$ cat src/rtl/wave_capture_mc.sv
// Multi-channel oscilloscope capture: decimate, convert to offset binary, trigger, fill one of two frame buffers.
// Writes are registered one cycle after the accepting strobe; the display swaps buffers only while idle.
module wave_capture_mc #(
  parameter int CH         = 2,
  parameter int IN_W       = 16,
  parameter int OUT_W      = 8,
  parameter int DEPTH_LOG2 = 8,
  parameter int DECIM_W    = 4,
  parameter int AUTO_TO    = 1024,
  localparam int SEL_W     = (CH > 1) ? $clog2(CH) : 1
) (
  input  logic                    clk,
  input  logic                    reset,
  input  logic                    new_sample,
  input  logic [CH*IN_W-1:0]      sample_in,
  input  logic [SEL_W-1:0]        trig_sel,
  input  logic [1:0]              mode,
  input  logic [DECIM_W-1:0]      decim,
  input  logic                    arm,
  input  logic                    display_idle,
  output logic                    wr_en,
  output logic [DEPTH_LOG2:0]     wr_addr,
  output logic [CH*OUT_W-1:0]     wr_data,
  output logic                    read_index,
  output logic [1:0]              state,
  output logic                    trig_pulse,
  output logic                    frame_done
);

  localparam int TMR_W = $clog2(AUTO_TO + 1);
  localparam logic [TMR_W-1:0] TMR_MAX = TMR_W'(AUTO_TO);
  localparam logic [OUT_W-1:0] MID = OUT_W'(1) << (OUT_W - 1);

  typedef enum logic [1:0] {
    WAIT_TRIG = 2'b00,
    CAPTURE   = 2'b01,
    DONE      = 2'b10,
    HOLD      = 2'b11
  } st_t;

  st_t st, st_nxt;

  logic [CH*OUT_W-1:0]   conv;
  logic [OUT_W-1:0]      cur_trig, prev_trig;
  logic [DECIM_W-1:0]    dcnt;
  logic [TMR_W-1:0]      tmr;
  logic [DEPTH_LOG2-1:0] idx, wr_idx;
  logic accept, hit, do_write, first, do_swap, tp_nxt;

  // Offset binary: keep the top OUT_W bits and flip the sign bit.
  for (genvar c = 0; c < CH; c++) begin : g_conv
    assign conv[c*OUT_W +: OUT_W] = sample_in[c*IN_W + IN_W - 1 -: OUT_W] ^ MID;
  end

  always_comb begin
    cur_trig = conv[OUT_W-1:0];
    for (int i = 0; i < CH; i++)
      if (int'(trig_sel) == i) cur_trig = conv[i*OUT_W +: OUT_W];
  end

  assign accept = new_sample && (dcnt == '0);
  assign hit    = !prev_trig[OUT_W-1] && cur_trig[OUT_W-1];
  assign wr_idx = first ? '0 : idx;
  assign state  = st;

  always_comb begin
    st_nxt   = st;
    do_write = 1'b0;
    first    = 1'b0;
    do_swap  = 1'b0;
    tp_nxt   = 1'b0;
    case (st)
      WAIT_TRIG: begin
        if (accept && (hit || (mode == 2'b00 && tmr == TMR_MAX))) begin
          st_nxt   = CAPTURE;
          do_write = 1'b1;
          first    = 1'b1;
          tp_nxt   = hit;
        end
      end
      CAPTURE: begin
        if (accept) begin
          do_write = 1'b1;
          if (idx == '1) st_nxt = DONE;
        end
      end
      DONE: begin
        if (display_idle) begin
          do_swap = 1'b1;
          st_nxt  = mode[1] ? HOLD : WAIT_TRIG;
        end
      end
      HOLD: begin
        if (!mode[1] || (mode == 2'b10 && arm)) st_nxt = WAIT_TRIG;
      end
      default: st_nxt = WAIT_TRIG;
    endcase
  end

  always_ff @(posedge clk or negedge reset) begin
    if (!reset) st <= WAIT_TRIG;
    else        st <= st_nxt;
  end

  always_ff @(posedge clk or negedge reset) begin
    if (!reset) begin
      wr_en      <= 1'b0;
      wr_addr    <= '0;
      wr_data    <= '0;
      read_index <= 1'b0;
      trig_pulse <= 1'b0;
      frame_done <= 1'b0;
      idx        <= '0;
      dcnt       <= '0;
      tmr        <= '0;
      prev_trig  <= MID;
    end else begin
      wr_en      <= do_write;
      trig_pulse <= tp_nxt;
      frame_done <= do_swap;
      if (do_swap) read_index <= ~read_index;
      if (do_write) begin
        wr_addr <= {~read_index, wr_idx};
        wr_data <= conv;
        idx     <= first ? DEPTH_LOG2'(1) : idx + 1'b1;
      end
      if (new_sample) dcnt <= accept ? decim : dcnt - 1'b1;
      if (accept) prev_trig <= cur_trig;
      // Timer only runs while waiting, so leaving WAIT_TRIG clears it for the next entry.
      if (st != WAIT_TRIG)                  tmr <= '0;
      else if (accept && tmr != TMR_MAX)    tmr <= tmr + 1'b1;
    end
  end

endmodule

$ cat config.mk
export PLATFORM = sky130hd
export DESIGN_NAME = wave_capture_mc
export DESIGN_NICKNAME = d
export VERILOG_FILES = /design/src/rtl/wave_capture_mc.sv
export SDC_FILE = /design/constraint.sdc
export NUM_CORES = 1
export LEC_CHECK = 0
export BUFFER_PORTS_ARGS = -buffer_cell sky130_fd_sc_hd__buf_2
export CORE_UTILIZATION = 40
export DETAILED_ROUTE_END_ITERATION = 8
export HOLD_SLACK_MARGIN = 0.08
export PLACE_DENSITY = 0.71
export SYNTH_ARGS = -nofsm -noshare
export SYNTH_HDL_FRONTEND = slang
export SYNTH_SLANG_ARGS = --single-unit
export TNS_END_PERCENT = 10
$ cat constraint.sdc
create_clock -name clk -period 2.5 [get_ports clk]
set_input_delay 0.25 -clock clk [delete_from_list [all_inputs] [get_ports clk]]
set_output_delay 0.25 -clock clk [all_outputs]
set_load 0.01 [all_outputs]
Word-level counts from Yosys, hierarchy flattened
Cells that the tools add are included.
W data, S select, Z words.
{ "totals": {"reg_bits": 62, "elab_cells": 66} }
{ "classes": {"add_sub_neg": 3, "n_eq_ne": 12, "mux": 21, "bitwise_logic": 3, "reduce_logical": 16} }
{ "ops": {"columns": ["operator", "n"], "rows": [
  ["$mux W8", 3],
  ["$mux W11", 2],
  ["$mux W2", 6],
  ["$add A11 B1 Y11 const B", 1],
  ["$eq A11 B11 Y1 const B", 1],
  ["$ne A11 B11 Y1 const B", 1],
  ["$ne A2 B2 Y1 const B", 5],
  ["$add A8 B1 Y8 const B", 1],
  ["$eq A8 B8 Y1 const B", 1],
  ["$pmux W2 S4", 1],
  ["$mux W1", 7],
  ["$eq A2 B2 Y1 const B", 3],
  ["$logic_and A1 B1 Y1", 6],
  ["$reduce_and A5 Y1", 1],
  ["$logic_not A2 Y1", 2],
  ["$logic_not A4 Y1", 1],
  ["$mux W4", 1],
  ["$reduce_bool A2 Y1", 2],
  ["$sub A4 B1 Y4 const B", 1],
  ["$not A1 Y1", 3],
  ["$eq A2 B1 Y1 const B", 1],
  ["$logic_not A1 Y1", 2],
  ["$logic_or A1 B1 Y1", 2],
  ["$pmux W1 S2", 1]
]} }

Logic depth before layout (Yosys ltp)
Gate-level depths: netlist of the first run.
{ "depth": {"depth_word": 8, "depth_mapped": 8, "mapped_depth_nobuf": 7} }

Least setup slack after synthesis of the first run
OpenSTA, ideal clock, no wires.
{ "synth_timing": {"kind": "flip-flop to flip-flop", "startpoint": "register tmr[0]", "endpoint": "register wr_data[10]", "setup_ns": 0.125, "arrival_time_ns": 1.844, "required_ns": 2.375, "setup_slack_ns": 0.531, "stages_incl_launch_ff": 8, "synth_period_minus_slack_ns": 1.969, "cell_sequence": "dfrtp_1 > inv_1 > ha_1 > nand2_1 > and4b_1 > o31ai_4 > buf_2 > mux2_2"} }
{ "synth_between": {"elab_chain_cells": 6} }
{ "synth_lines": {"columns": ["element", "line_no", "source"], "rows": [
  ["start, declared", "46", "logic [TMR_W-1:0] tmr;"],
  ["start signal, assigned", "131", "else if (accept && tmr != TMR_MAX) tmr <= tmr + 1'b1;"],
  ["$eq A11 B11 Y1", "74", "if (accept && (hit || (mode == 2'b00 && tmr == TMR_MAX))) begin"],
  ["$logic_and A1 B1 Y1", "74", null],
  ["$logic_or A1 B1 Y1", "74", null],
  ["$logic_and A1 B1 Y1", "74", null],
  ["$mux W1", "74", null],
  ["$pmux W1 S2", "72", "case (st)"],
  ["end signal, assigned", "124", "wr_data <= conv;"],
  ["end, declared", "23", "output logic [CH*OUT_W-1:0] wr_data,"]
]} }
Every way passes these cells.
A chain may end at the register's enable or synchronous reset.

Worst setup path in the final report of the first run
{ "layout_timing": {"startpoint": "register dcnt[0]", "endpoint": "register idx[7]"} }
{ "layout_between": {"elab_chain_cells": 6, "word_cells_on_any_way": 8, "cone_classes": "mux: 5; reduce/logical: 3"} }
{ "layout_lines": {"columns": ["element", "line_no", "source"], "rows": [
  ["start, declared", "45", "logic [DECIM_W-1:0] dcnt;"],
  ["start signal, assigned", "127", "if (new_sample) dcnt <= accept ? decim : dcnt - 1'b1;"],
  ["$logic_not A4 Y1 (*)", "61", "assign accept = new_sample && (dcnt == '0);"],
  ["$logic_and A1 B1 Y1 (*)", "61", null],
  ["$logic_and A1 B1 Y1", "74", null],
  ["$mux W1", "74", null],
  ["$mux W1", "72", null],
  ["$mux W8", "125", "idx <= first ? DEPTH_LOG2'(1) : idx + 1'b1;"],
  ["end signal, assigned", "125", null],
  ["end, declared", "47", "logic [DEPTH_LOG2-1:0] idx, wr_idx;"]
]} }
Mark *: on every way between the ends. The rest lies on a longest branch, timed or not.

==> out/results.txt, run 1 <==
The total vias in the final route was 1870. The type of the tightest min-delay check is in -> reg. Counting every net in the synthesized netlist gives 269. The slowest stage of the critical path is the sky130_fd_sc_hd__or4_1 cell.

The arrival time of the worst setup path was 2.24 ns; the final hold violation count was 0. Post-synthesis sequential element count: 55. Core area: 5956 um2. The run gives 2475 um2 as the combined area of all synthesized cells. The buffer type at the clock tree root is sky130_fd_sc_hd__clkbuf_8. The first detailed-routing pass took 4 iterations. In this run the remaining antenna-violating nets after routing total 0. STA puts the critical path data required time at 2.74 ns.

The time the worst path needs with I/O delays and setup came out at 1.992 ns. In this run the vertical extent of the chip is 80.66 um. The worst setup path is launched from a flop.

The global-route usage over all layers was 16.21%. The cell type with the highest aggregate area in the netlist is sky130_fd_sc_hd__dfrtp_1. After synthesis, flip-flops and latches occupy 55.66% of the total area. The leading cell type in the layout, fill and taps excluded is sky130_fd_sc_hd__buf_2. Once routing completed, OpenROAD measured the worst setup slack at 0.5084 ns.

The largest driver fanout on the critical path works out to 5. TritonCTS built the clock tree. Traced cell by cell, the critical path runs through inv_1 > ha_1 > nand4bb_1 > nor2_2 > o31ai_4 > or4_1 > a21oi_1. In this run, the number of DRC markers left after iteration 0 of detailed routing was 116. Number of clock sinks: 55. Summed over all nets, the half-perimeter wirelength after detailed placement is 3.459 mm. The part of the cycle the worst path needs is 79.66%.

Setup repair after global routing left no endpoint under its margin. Setup violations remaining at the end of the flow were counted as 0. The number of H-tree levels came out at 2. After detailed routing, the number of vias per cell comes to 5.209.

The count of buffer and inverter cells on the critical path is 1, and the maximum cell stage delay along the critical path is 0.52 ns. The repair_antennas step left the layout with diodes totalling 0. The run gives 37 as the maximum number of pins on one net before global-route repair. The average instance in the mapped netlist occupies 11.25 um2. Summed over all cells, the static leakage comes to 0.001503 uW. For the setup TNS, the log shows 0 ns. STA classifies the critical path endpoint as a flop. At the end of routability-driven placement, the weighted congestion stood at 0.7848.

After technology mapping, the gate count stands at 220. The slew at the pin with the worst max-slew slack is 0.6690 ns, and the count of distinct cell types in the synthesized netlist is 41. After detailed placement, the total cell area comes to 2887 um2. In the layout the commonest cells are sky130_fd_sc_hd__buf_2 (58), sky130_fd_sc_hd__dfrtp_1 (54), sky130_fd_sc_hd__nand2_1 (17), sky130_fd_sc_hd__mux2_2 (16), sky130_fd_sc_hd__nor2_1 (16). Pin placement for this block handled 75 I/O pins. The cell family contributing the most delay on the critical path is simple AND/OR/NAND/NOR gates. Yosys printed 0 warnings. Number of gates given a new drive strength after cts: 0. Static timing analysis puts the maximum clock frequency at 502.1 MHz.

Wires add up to 4.774 mm. The final net count is 332. The run finished with clean final reports. The logs give 6506 um2 for the die area and 0.3541 mV for the worst ir drop on vdd.

The post-route total power came out at 2804 uW. The detailed-route wire length per cell is 13.30 um. The run gives 0 as the final count of pins violating max slew. The run gives 2 as the buffer depth of the longest clock path. Row generation in the floorplan step produced 28 rows. The layout-stage area growth over the synthesis result was 21.74%. Number of buffers added on ports: 58. The run gives 1783 as the via count of the first global-routing pass.

At the later pin of the worst-skew pair, clock insertion delay measures 0.31 ns. OpenSTA, run right after detailed placement, puts the worst setup slack at 0.5222 ns. Measured against its own limit, the worst slew margin works out to 55.40%.

For the final database, setup skew stands at 0.01115 ns. The post-route netlist has 33.45% of its cells at a drive strength greater than 1. Number of max-capacitance violations reported: 0.

TritonCTS created 5 clock buffers. The critical path is of the reg -> reg type. For the number of antenna violations at the first check in global routing, the log shows 0. The tightest hold path in the finished design has a slack of 0.1350 ns. Power spread over the standard cell area amounts to 930.7 nW/um2. The remaining routing DRC violations was 0; the clock transition at the register clock pins on the worst setup and hold paths after CTS was 0.11 ns.

By area the synthesized netlist is led by sky130_fd_sc_hd__dfrtp_1 (55%), sky130_fd_sc_hd__mux2_2 (7.3%), sky130_fd_sc_hd__a22o_1 (3.5%). In this run the horizontal extent of the chip is 80.66 um. The first global-routing pass estimated 7.997 mm of wire.

The initial utilization of the core area, before any placement, comes to 41.55%. Summed over all layers, the global routing overflow is 0. After routing the design area is 3013 um2. The synthesized design devotes to its leading area cell type 54.60% of total area.
[flip-flops by register name, summed over array words and instances (netlist names)]
register and cells:
wr_data 16, tmr 11, wr_addr 9, idx 8, dcnt 4, state 2
frame_done 1, prev_trig 1, read_index 1, trig_pulse 1, wr_en 1
[path summary, 6_finish.rpt]
| kind | startpoint | to | slack (ns) | cells past startpoint |
|---|---|---|---|---|
| max | dcnt[0]$_DFFE_PN0P_ | idx[7]$_DFFE_PN0P_ | 0.51 | 7 |
| min | sample_in[15] | wr_data[7]$_DFFE_PN0P_ | 0.13 | 2 |
| max reg2reg | dcnt[0]$_DFFE_PN0P_ | idx[7]$_DFFE_PN0P_ | 0.51 | 7 |
| min reg2reg | wr_addr[8]$_DFFE_PN0P_ | wr_addr[8]$_DFFE_PN0P_ | 0.48 | 2 |
| max in group asynchronous | reset | prev_trig[7]$_DFFE_PN1P_ | 1.36 | 3 |
| min in group asynchronous | reset | wr_addr[4]$_DFFE_PN0P_ | 0.50 | 2 |
[stage by stage]
| step | util (%) | cells |
|---|---|---|
| floorplan | - | 220 |
| global placement | 48.47 | 350 |
| detailed placement | 48.47 | 350 |
| CTS | 50.59 | 359 |
| global route | 50.59 | 359 |
| finish | 50.59 | 359 |
[cell usage after synthesis]
cell type                   count
sky130_fd_sc_hd__a21oi_1       15
sky130_fd_sc_hd__a22o_1        10
sky130_fd_sc_hd__a41oi_1        1
sky130_fd_sc_hd__and3_1         4
sky130_fd_sc_hd__and4b_1        1
sky130_fd_sc_hd__and4bb_2       1
sky130_fd_sc_hd__buf_1          1
sky130_fd_sc_hd__buf_2          1
sky130_fd_sc_hd__clkbuf_1       5
sky130_fd_sc_hd__dfrtp_1       54
sky130_fd_sc_hd__dfstp_2        1
sky130_fd_sc_hd__ha_1           5
sky130_fd_sc_hd__inv_1          8
sky130_fd_sc_hd__inv_2          1
sky130_fd_sc_hd__mux2_2        16
sky130_fd_sc_hd__mux2i_1        1
sky130_fd_sc_hd__nand2_1       17
sky130_fd_sc_hd__nand2b_1       1
sky130_fd_sc_hd__nand3_1       11
sky130_fd_sc_hd__nand4_1        4
sky130_fd_sc_hd__nand4bb_1      1
sky130_fd_sc_hd__nor2_1        16
sky130_fd_sc_hd__nor2_2         1
sky130_fd_sc_hd__nor3_1         2
sky130_fd_sc_hd__nor3b_1        4
sky130_fd_sc_hd__nor4_1         1
sky130_fd_sc_hd__nor4_2         2
sky130_fd_sc_hd__nor4b_1        3
sky130_fd_sc_hd__o211a_1        1
sky130_fd_sc_hd__o21ai_0       10
sky130_fd_sc_hd__o221ai_1       1
sky130_fd_sc_hd__o22ai_1        1
sky130_fd_sc_hd__o31a_1         1
sky130_fd_sc_hd__o31ai_1        1
sky130_fd_sc_hd__o31ai_4        1
sky130_fd_sc_hd__o41ai_1        2
sky130_fd_sc_hd__or2_2          2
sky130_fd_sc_hd__or3_1          3
sky130_fd_sc_hd__or4_1          1
sky130_fd_sc_hd__xnor2_1        2
sky130_fd_sc_hd__xor2_1         6
[report_power, final]
part / switching [uW] / internal, uW / leakage, uW
combinational: 409 / 416 / 0.000731
sequential: 212 / 1150 / 0.000713
clock: 307 / 304 / 0.0000587
[cell type report]
class | instances | area [um2]
clock inverters | 3 | 47.55
repair buffers | 63 | 355.3
clock buffers | 5 | 68.82
well taps | 75 | 93.84
flip-flops and latches | 55 | 1378
fillers | 567 | 2943
multi-input cells | 149 | 1036
inverters | 9 | 33.78
[logic make-up (layout without fill, tap and decap cells)]
family / Yosys count / in the layout / share of synthesized area, %
AND/OR/NAND/NOR: 75 / 75 / 16.63
flip-flops: 55 / 55 / 55.66
AO/OA/AOI/OAI: 44 / 44 / 12.18
multiplexers: 17 / 17 / 7.684
buffers and inverters: 16 / 80 / 2.477
XOR/XNOR: 8 / 8 / 2.831
adder cells (fa/ha/maj): 5 / 5 / 2.528
[metal layers]
| layer | vias up | routed length [um] | global-route usage [%] |
|---|---|---|---|
| met4 | 0 | 71 | 5.893 |
| met1 | 920 | 2117 | 20.52 |
| met5 | - | 0 | 0 |
| li1 | 916 | - | - |
| met2 | 28 | 2445 | 27.37 |
| met3 | 6 | 139 | 3.068 |
[timing repair]
| action | 4_1_cts | 5_1_grt |
|---|---|---|
| endpoints found under the hold margin | 28 | 0 |
| buffers inserted | 0 | 0 |
| hold buffers | 1 | 0 |
No activity file was read; power rests on OpenSTA's default activity.
==> run 2: changes to the inputs <==
--- a/config.mk
+++ b/config.mk
@@ -5,11 +5,12 @@
 export SDC_FILE = /design/constraint.sdc
 export NUM_CORES = 1
 export LEC_CHECK = 0
+export ABC_AREA = 1
 export BUFFER_PORTS_ARGS = -buffer_cell sky130_fd_sc_hd__buf_2
 export CORE_UTILIZATION = 40
 export DETAILED_ROUTE_END_ITERATION = 8
 export HOLD_SLACK_MARGIN = 0.08
-export PLACE_DENSITY = 0.71
+export PLACE_DENSITY = 0.7
 export SYNTH_ARGS = -nofsm -noshare
 export SYNTH_HDL_FRONTEND = slang
 export SYNTH_SLANG_ARGS = --single-unit
==> constraint.sdc (replaced) <==
create_clock -name clk -period 2 [get_ports clk]
set_input_delay 0.2 -clock clk [delete_from_list [all_inputs] [get_ports clk]]
set_output_delay 0.2 -clock clk [all_outputs]
set_load 0.01 [all_outputs]
==> run 2 against run 1 <==
Against the previous run: the flow now finishes with violations (DRC); register-to-register slack got worse by 0.31 ns; routed wire length increased by 25%; area after synthesis up 11%; maximum frequency up 10%; non-clock buffer count is 23 higher; count of clock-buffer cells in the layout unchanged; final cell count up 38%; global-route usage up 2.0 points; clock skew shrank 0.0021 ns; critical path type unchanged.
==> out/results.txt, run 2 <==
The flow ran to the end, but the final reports show violations. The checks that failed: DRC. The share of layout cells above drive strength 1 came out at 22.06% (-11 points). The run gives 2420 (+29%) as the total vias in the final route.

Count of buffer and inverter cells on the critical path: 2 (+1). In the final layout, the registers with the most flip-flops are wr_data x16, tmr x11, wr_addr x9. The later-pin clock latency in the skew report is 0.32 ns (about the same), and the final count of pins violating max slew is 0 (unchanged). The largest driver fanout on the critical path came out at 20 (+15). Sorting the synthesized cells by area gives the leading types as sky130_fd_sc_hd__dfrtp_1 (49%), sky130_fd_sc_hd__nand2_1 (16%), sky130_fd_sc_hd__nand3_1 (4.0%).

The logs give 6 (+2) for the number of detailed-route iterations in the first pass and 18.19% (+2.0 points) for the global-route usage over all layers. The synthesized netlist cell count came out at 332 (+51%). The biggest area contributor in the post-synthesis netlist is sky130_fd_sc_hd__dfrtp_1.

The launch instance of the worst min-delay path was sample_in[30]. The highest routed metal layer is met4. The number of enable flip-flop cells after synthesis was 0 (unchanged). The number of gates given a new drive strength after cts is 0 (unchanged). First-pass GRT wire length: 10.43 mm (+30%). The logs give 5 (unchanged) for the number of buffers added by the clock tree synthesis step and 0.8153 (+3.9%) for the final weighted congestion in routability-driven placement. The time the worst path needs with I/O delays and setup is 1.805 ns (-0.1863 ns), and the area of the multi-input gates is 1155 um2 (+11%). Power per cell area: 1032 nW/um2 (+11%).

The number of inserted diodes is 0 (unchanged), and the top-level port count is 75 (unchanged). The arrival time of the worst setup path was 2.02 ns (-0.22 ns); the vias per cell was 4.899 (-6.0%). The logs give 0 (unchanged) for the residual overflow from global routing and 6 (+6) for the remaining routing DRC violations.

Setup TNS: 0 ns (unchanged). The gate family responsible for the most delay along the worst path is simple AND/OR/NAND/NOR gates. The worst setup path is captured at a flop. The utilization after layout came out at 52.69% (+2.1 points). The maximum cell stage delay along the critical path is 0.42 ns (-0.10 ns), and the core area is 6459 um2 (+8.4%). The tools report the number of clock sinks as 55 (unchanged). The kind of start point of the critical path was a flop. Relative to the synthesized area, the layout overhead comes to 24.43%. The area fraction of the dominant cell type after synthesis is 49.41% (-5.2 points). TritonCTS built the clock tree. The post-route clock skew is 0.008996 ns (-0.002149 ns). The most critical setup path has its startpoint at dcnt[0]$_DFFE_PN0P_.

The run gives 60.62% (+5.2 points) as the max-slew headroom at the worst pin. The width of the die was 84.69 um (+5.0%). In this run the critical register-to-register path is launched from dcnt[0]$_DFFE_PN0P_. Count of distinct cell types in the synthesized netlist: 31 (-24%). The top cell types in the final layout, fill and taps aside, are sky130_fd_sc_hd__nand2_1 (117), sky130_fd_sc_hd__buf_2 (58), sky130_fd_sc_hd__dfrtp_1 (54), sky130_fd_sc_hd__inv_1 (29), sky130_fd_sc_hd__nor2_1 (23).

The tools report the final net count as 465 (+40%). The number of buffers added on ports was 58 (unchanged). Worst ir drop on vdd: 0.5697 mV (+61%). Among all flip-flop cells after synthesis, the most frequent one is sky130_fd_sc_hd__dfrtp_1.

Leading cell type in the layout, fill and taps excluded: sky130_fd_sc_hd__nand2_1. For the detailed router's first-iteration violation count, the log shows 151 (+30%). The final wirelength was 5.986 mm (+25%). The number of max-capacitance violations reported was 0 (unchanged). Final setup violation count: 0 (unchanged). The tools report the final hold violation count as 0 (unchanged). The worst hold slack across all endpoints was 0.08223 ns (-0.05273 ns). The run gives 2.755 mm (+30%) as the detailed-routing wirelength on met1. The setup path with the least slack is of type reg -> reg. The tools report the total met2 wirelength after detailed routing as 2.949 mm (+21%). The filler cell count in the final layout came out at 624 (+10%).

Ranked by flip-flop count, first place goes to wr_data. The clock transition at the register clock pins on the worst setup and hold paths after CTS works out to 0.10 ns (about the same). For the highest clock rate, the log shows 553.9 MHz (+10%).

By count the netlist is led by sky130_fd_sc_hd__nand2_1 (117), sky130_fd_sc_hd__dfrtp_1 (54), sky130_fd_sc_hd__inv_1 (29), sky130_fd_sc_hd__nor2_1 (23), sky130_fd_sc_hd__nand3_1 (22). For the data required time at the worst endpoint, the log shows 2.22 ns (-0.52 ns). The most common cell in the synthesized netlist is sky130_fd_sc_hd__nand2_1. The combined area of all synthesized cells was 2735 um2 (+11%).

For the buffer depth of the longest clock path, the log shows 2 (unchanged). The tree is rooted in a sky130_fd_sc_hd__clkbuf_8. Type of the tightest min-delay check: in -> reg. The number of standard-cell rows in the floorplan came out at 29 (+3.6%). The flip-flop count of the largest register, all copies and words added is 16 (unchanged), and the total area of sequential cells is 1378 um2 (unchanged). The height of the chip was 84.69 um (+5.0%); the slew at the pin with the worst max-slew slack was 0.5907 ns (-0.07834 ns). The count of synthesis-stage warnings from yosys was 0 (unchanged); the leakage power was 0.001748 uW (+16%). The post-DP HPWL was 4.152 mm (+20%); the sum of met3 wire segment lengths after detailed routing was 235 um (+69%).

Setup repair after global routing left no endpoint under its margin. Detailed-route wire length per cell: 12.12 um (-8.9%). In this design, the critical path's most frequently occurring cell is sky130_fd_sc_hd__nand2_1. The via count of the first global-routing pass is 2335 (+31%), and the total nets after synthesis is 381 (+42%).

Part of the cycle the worst path needs: 90.27% (+11 points). The post-synthesis sequential element count came out at 55 (unchanged). The portion of the post-synthesis area used by sequential elements is 50.37% (-5.3 points). The post-route antenna net violation count came out at 0 (unchanged). Mean post-synth cell area: 8.238 um2 (-27%). The async set-reset flop share out of synthesis came out at 100.0% (unchanged). The cell with the largest stage delay on the worst path was sky130_fd_sc_hd__dfrtp_1.

Number of H-tree levels: 2 (unchanged). The logs give 33 (-11%) for the maximum number of pins on one net before global-route repair and 7172 um2 (+10%) for the die area. The signal on the critical path passes through inv_1 > ha_1 > nand2_4 > nor2_8 > nand2_1 > nand2_1 > buf_4 > nand2_1 > o21ai_0 > nor2_1. Number of antenna violations at the first check in global routing: 0 (unchanged). Starting density of the core: 42.35% (+0.79 points).
run 2: cell types whose count changed after synthesis, moves of 10 or more:
cell                      before  now
sky130_fd_sc_hd__nand3_1      11   22
sky130_fd_sc_hd__inv_1         8   29
sky130_fd_sc_hd__a22o_1       10    0
sky130_fd_sc_hd__o21ai_0      10   21
sky130_fd_sc_hd__mux2_2       16    0
sky130_fd_sc_hd__nand2_1      17  117
run 2: power breakdown:
part	switching [uW]	total, uW	internal, uW
logic	680	1200	515
registers	222	1680	1460
clock network	388	639	251
run 2: cell families (layout without fill, tap and decap cells):
| kind of cell | after synthesis | in the layout | synth area share, % |
|---|---|---|---|
| simple gates | 190 | 190 | 31.02 |
| compound gates | 36 | 36 | 7.320 |
| buf+inv | 41 | 126 | 7.410 |
| flops | 55 | 55 | 50.37 |
| fa+ha+maj | 5 | 5 | 2.287 |
| xor+xnor | 5 | 5 | 1.601 |
run 2: final timing paths:
check	end	slack, ns	depth (start not counted)
setup / recovery	tmr[3]$_DFFE_PN0P_	0.19	10
hold / removal	wr_data[14]$_DFFE_PN0P_	0.08	3
setup reg to reg	tmr[3]$_DFFE_PN0P_	0.19	10
hold reg to reg	wr_addr[1]$_DFFE_PN0P_	0.48	2
max in group asynchronous	wr_addr[0]$_DFFE_PN0P_	1.02	3
min in group asynchronous	tmr[8]$_DFFE_PN0P_	0.41	2
run 2: metrics by stage:
step | power (uW) | cells | setup WS (ns) | instance area [um2]
finish | 3513 | 494 | 0.1946 | 3403
detailed placement | 2856 | 466 | 0.1578 | 3119
CTS | 3530 | 490 | 0.1321 | 3373
global route | 3792 | 494 | 0.01949 | 3403
floorplan | 2430 | 332 | 0.4000 | 2735
global placement | 2811 | 466 | 0.1882 | 3119
run 2: per-layer routing:
layer | vias up | track usage [%]
li1 | 1237 | -
met1 | 1123 | 24.02
met2 | 53 | 30.52
met3 | 7 | 4.228
met4 | 0 | 4.160
met5 | - | 0
run 2: layout make-up:
type	instances	share of cell area (%)
clock buffer	5	2.022
clock inverter	3	0.7353
inverter	32	3.750
multi-input combinational	236	33.93
sequential	55	40.48
tap	77	2.831
timing repair buffer	86	16.25
run 2: worst reg2reg max path, delay by kind of cell, from the launching register on:
family                   cells  cell delay [ns]
AO/OA/AOI/OAI                1             0.16
adder cells (fa/ha/maj)      1             0.27
buffers and inverters        2             0.33
flip-flops                   1             0.42
AND/OR/NAND/NOR              6             0.53
run 2: timing repair:
item                                    CTS  global route
hold endpoints to repair                 37             0
endpoints found under the setup margin    0             3
hold buffers                             16             0
setup buffers                             0             4
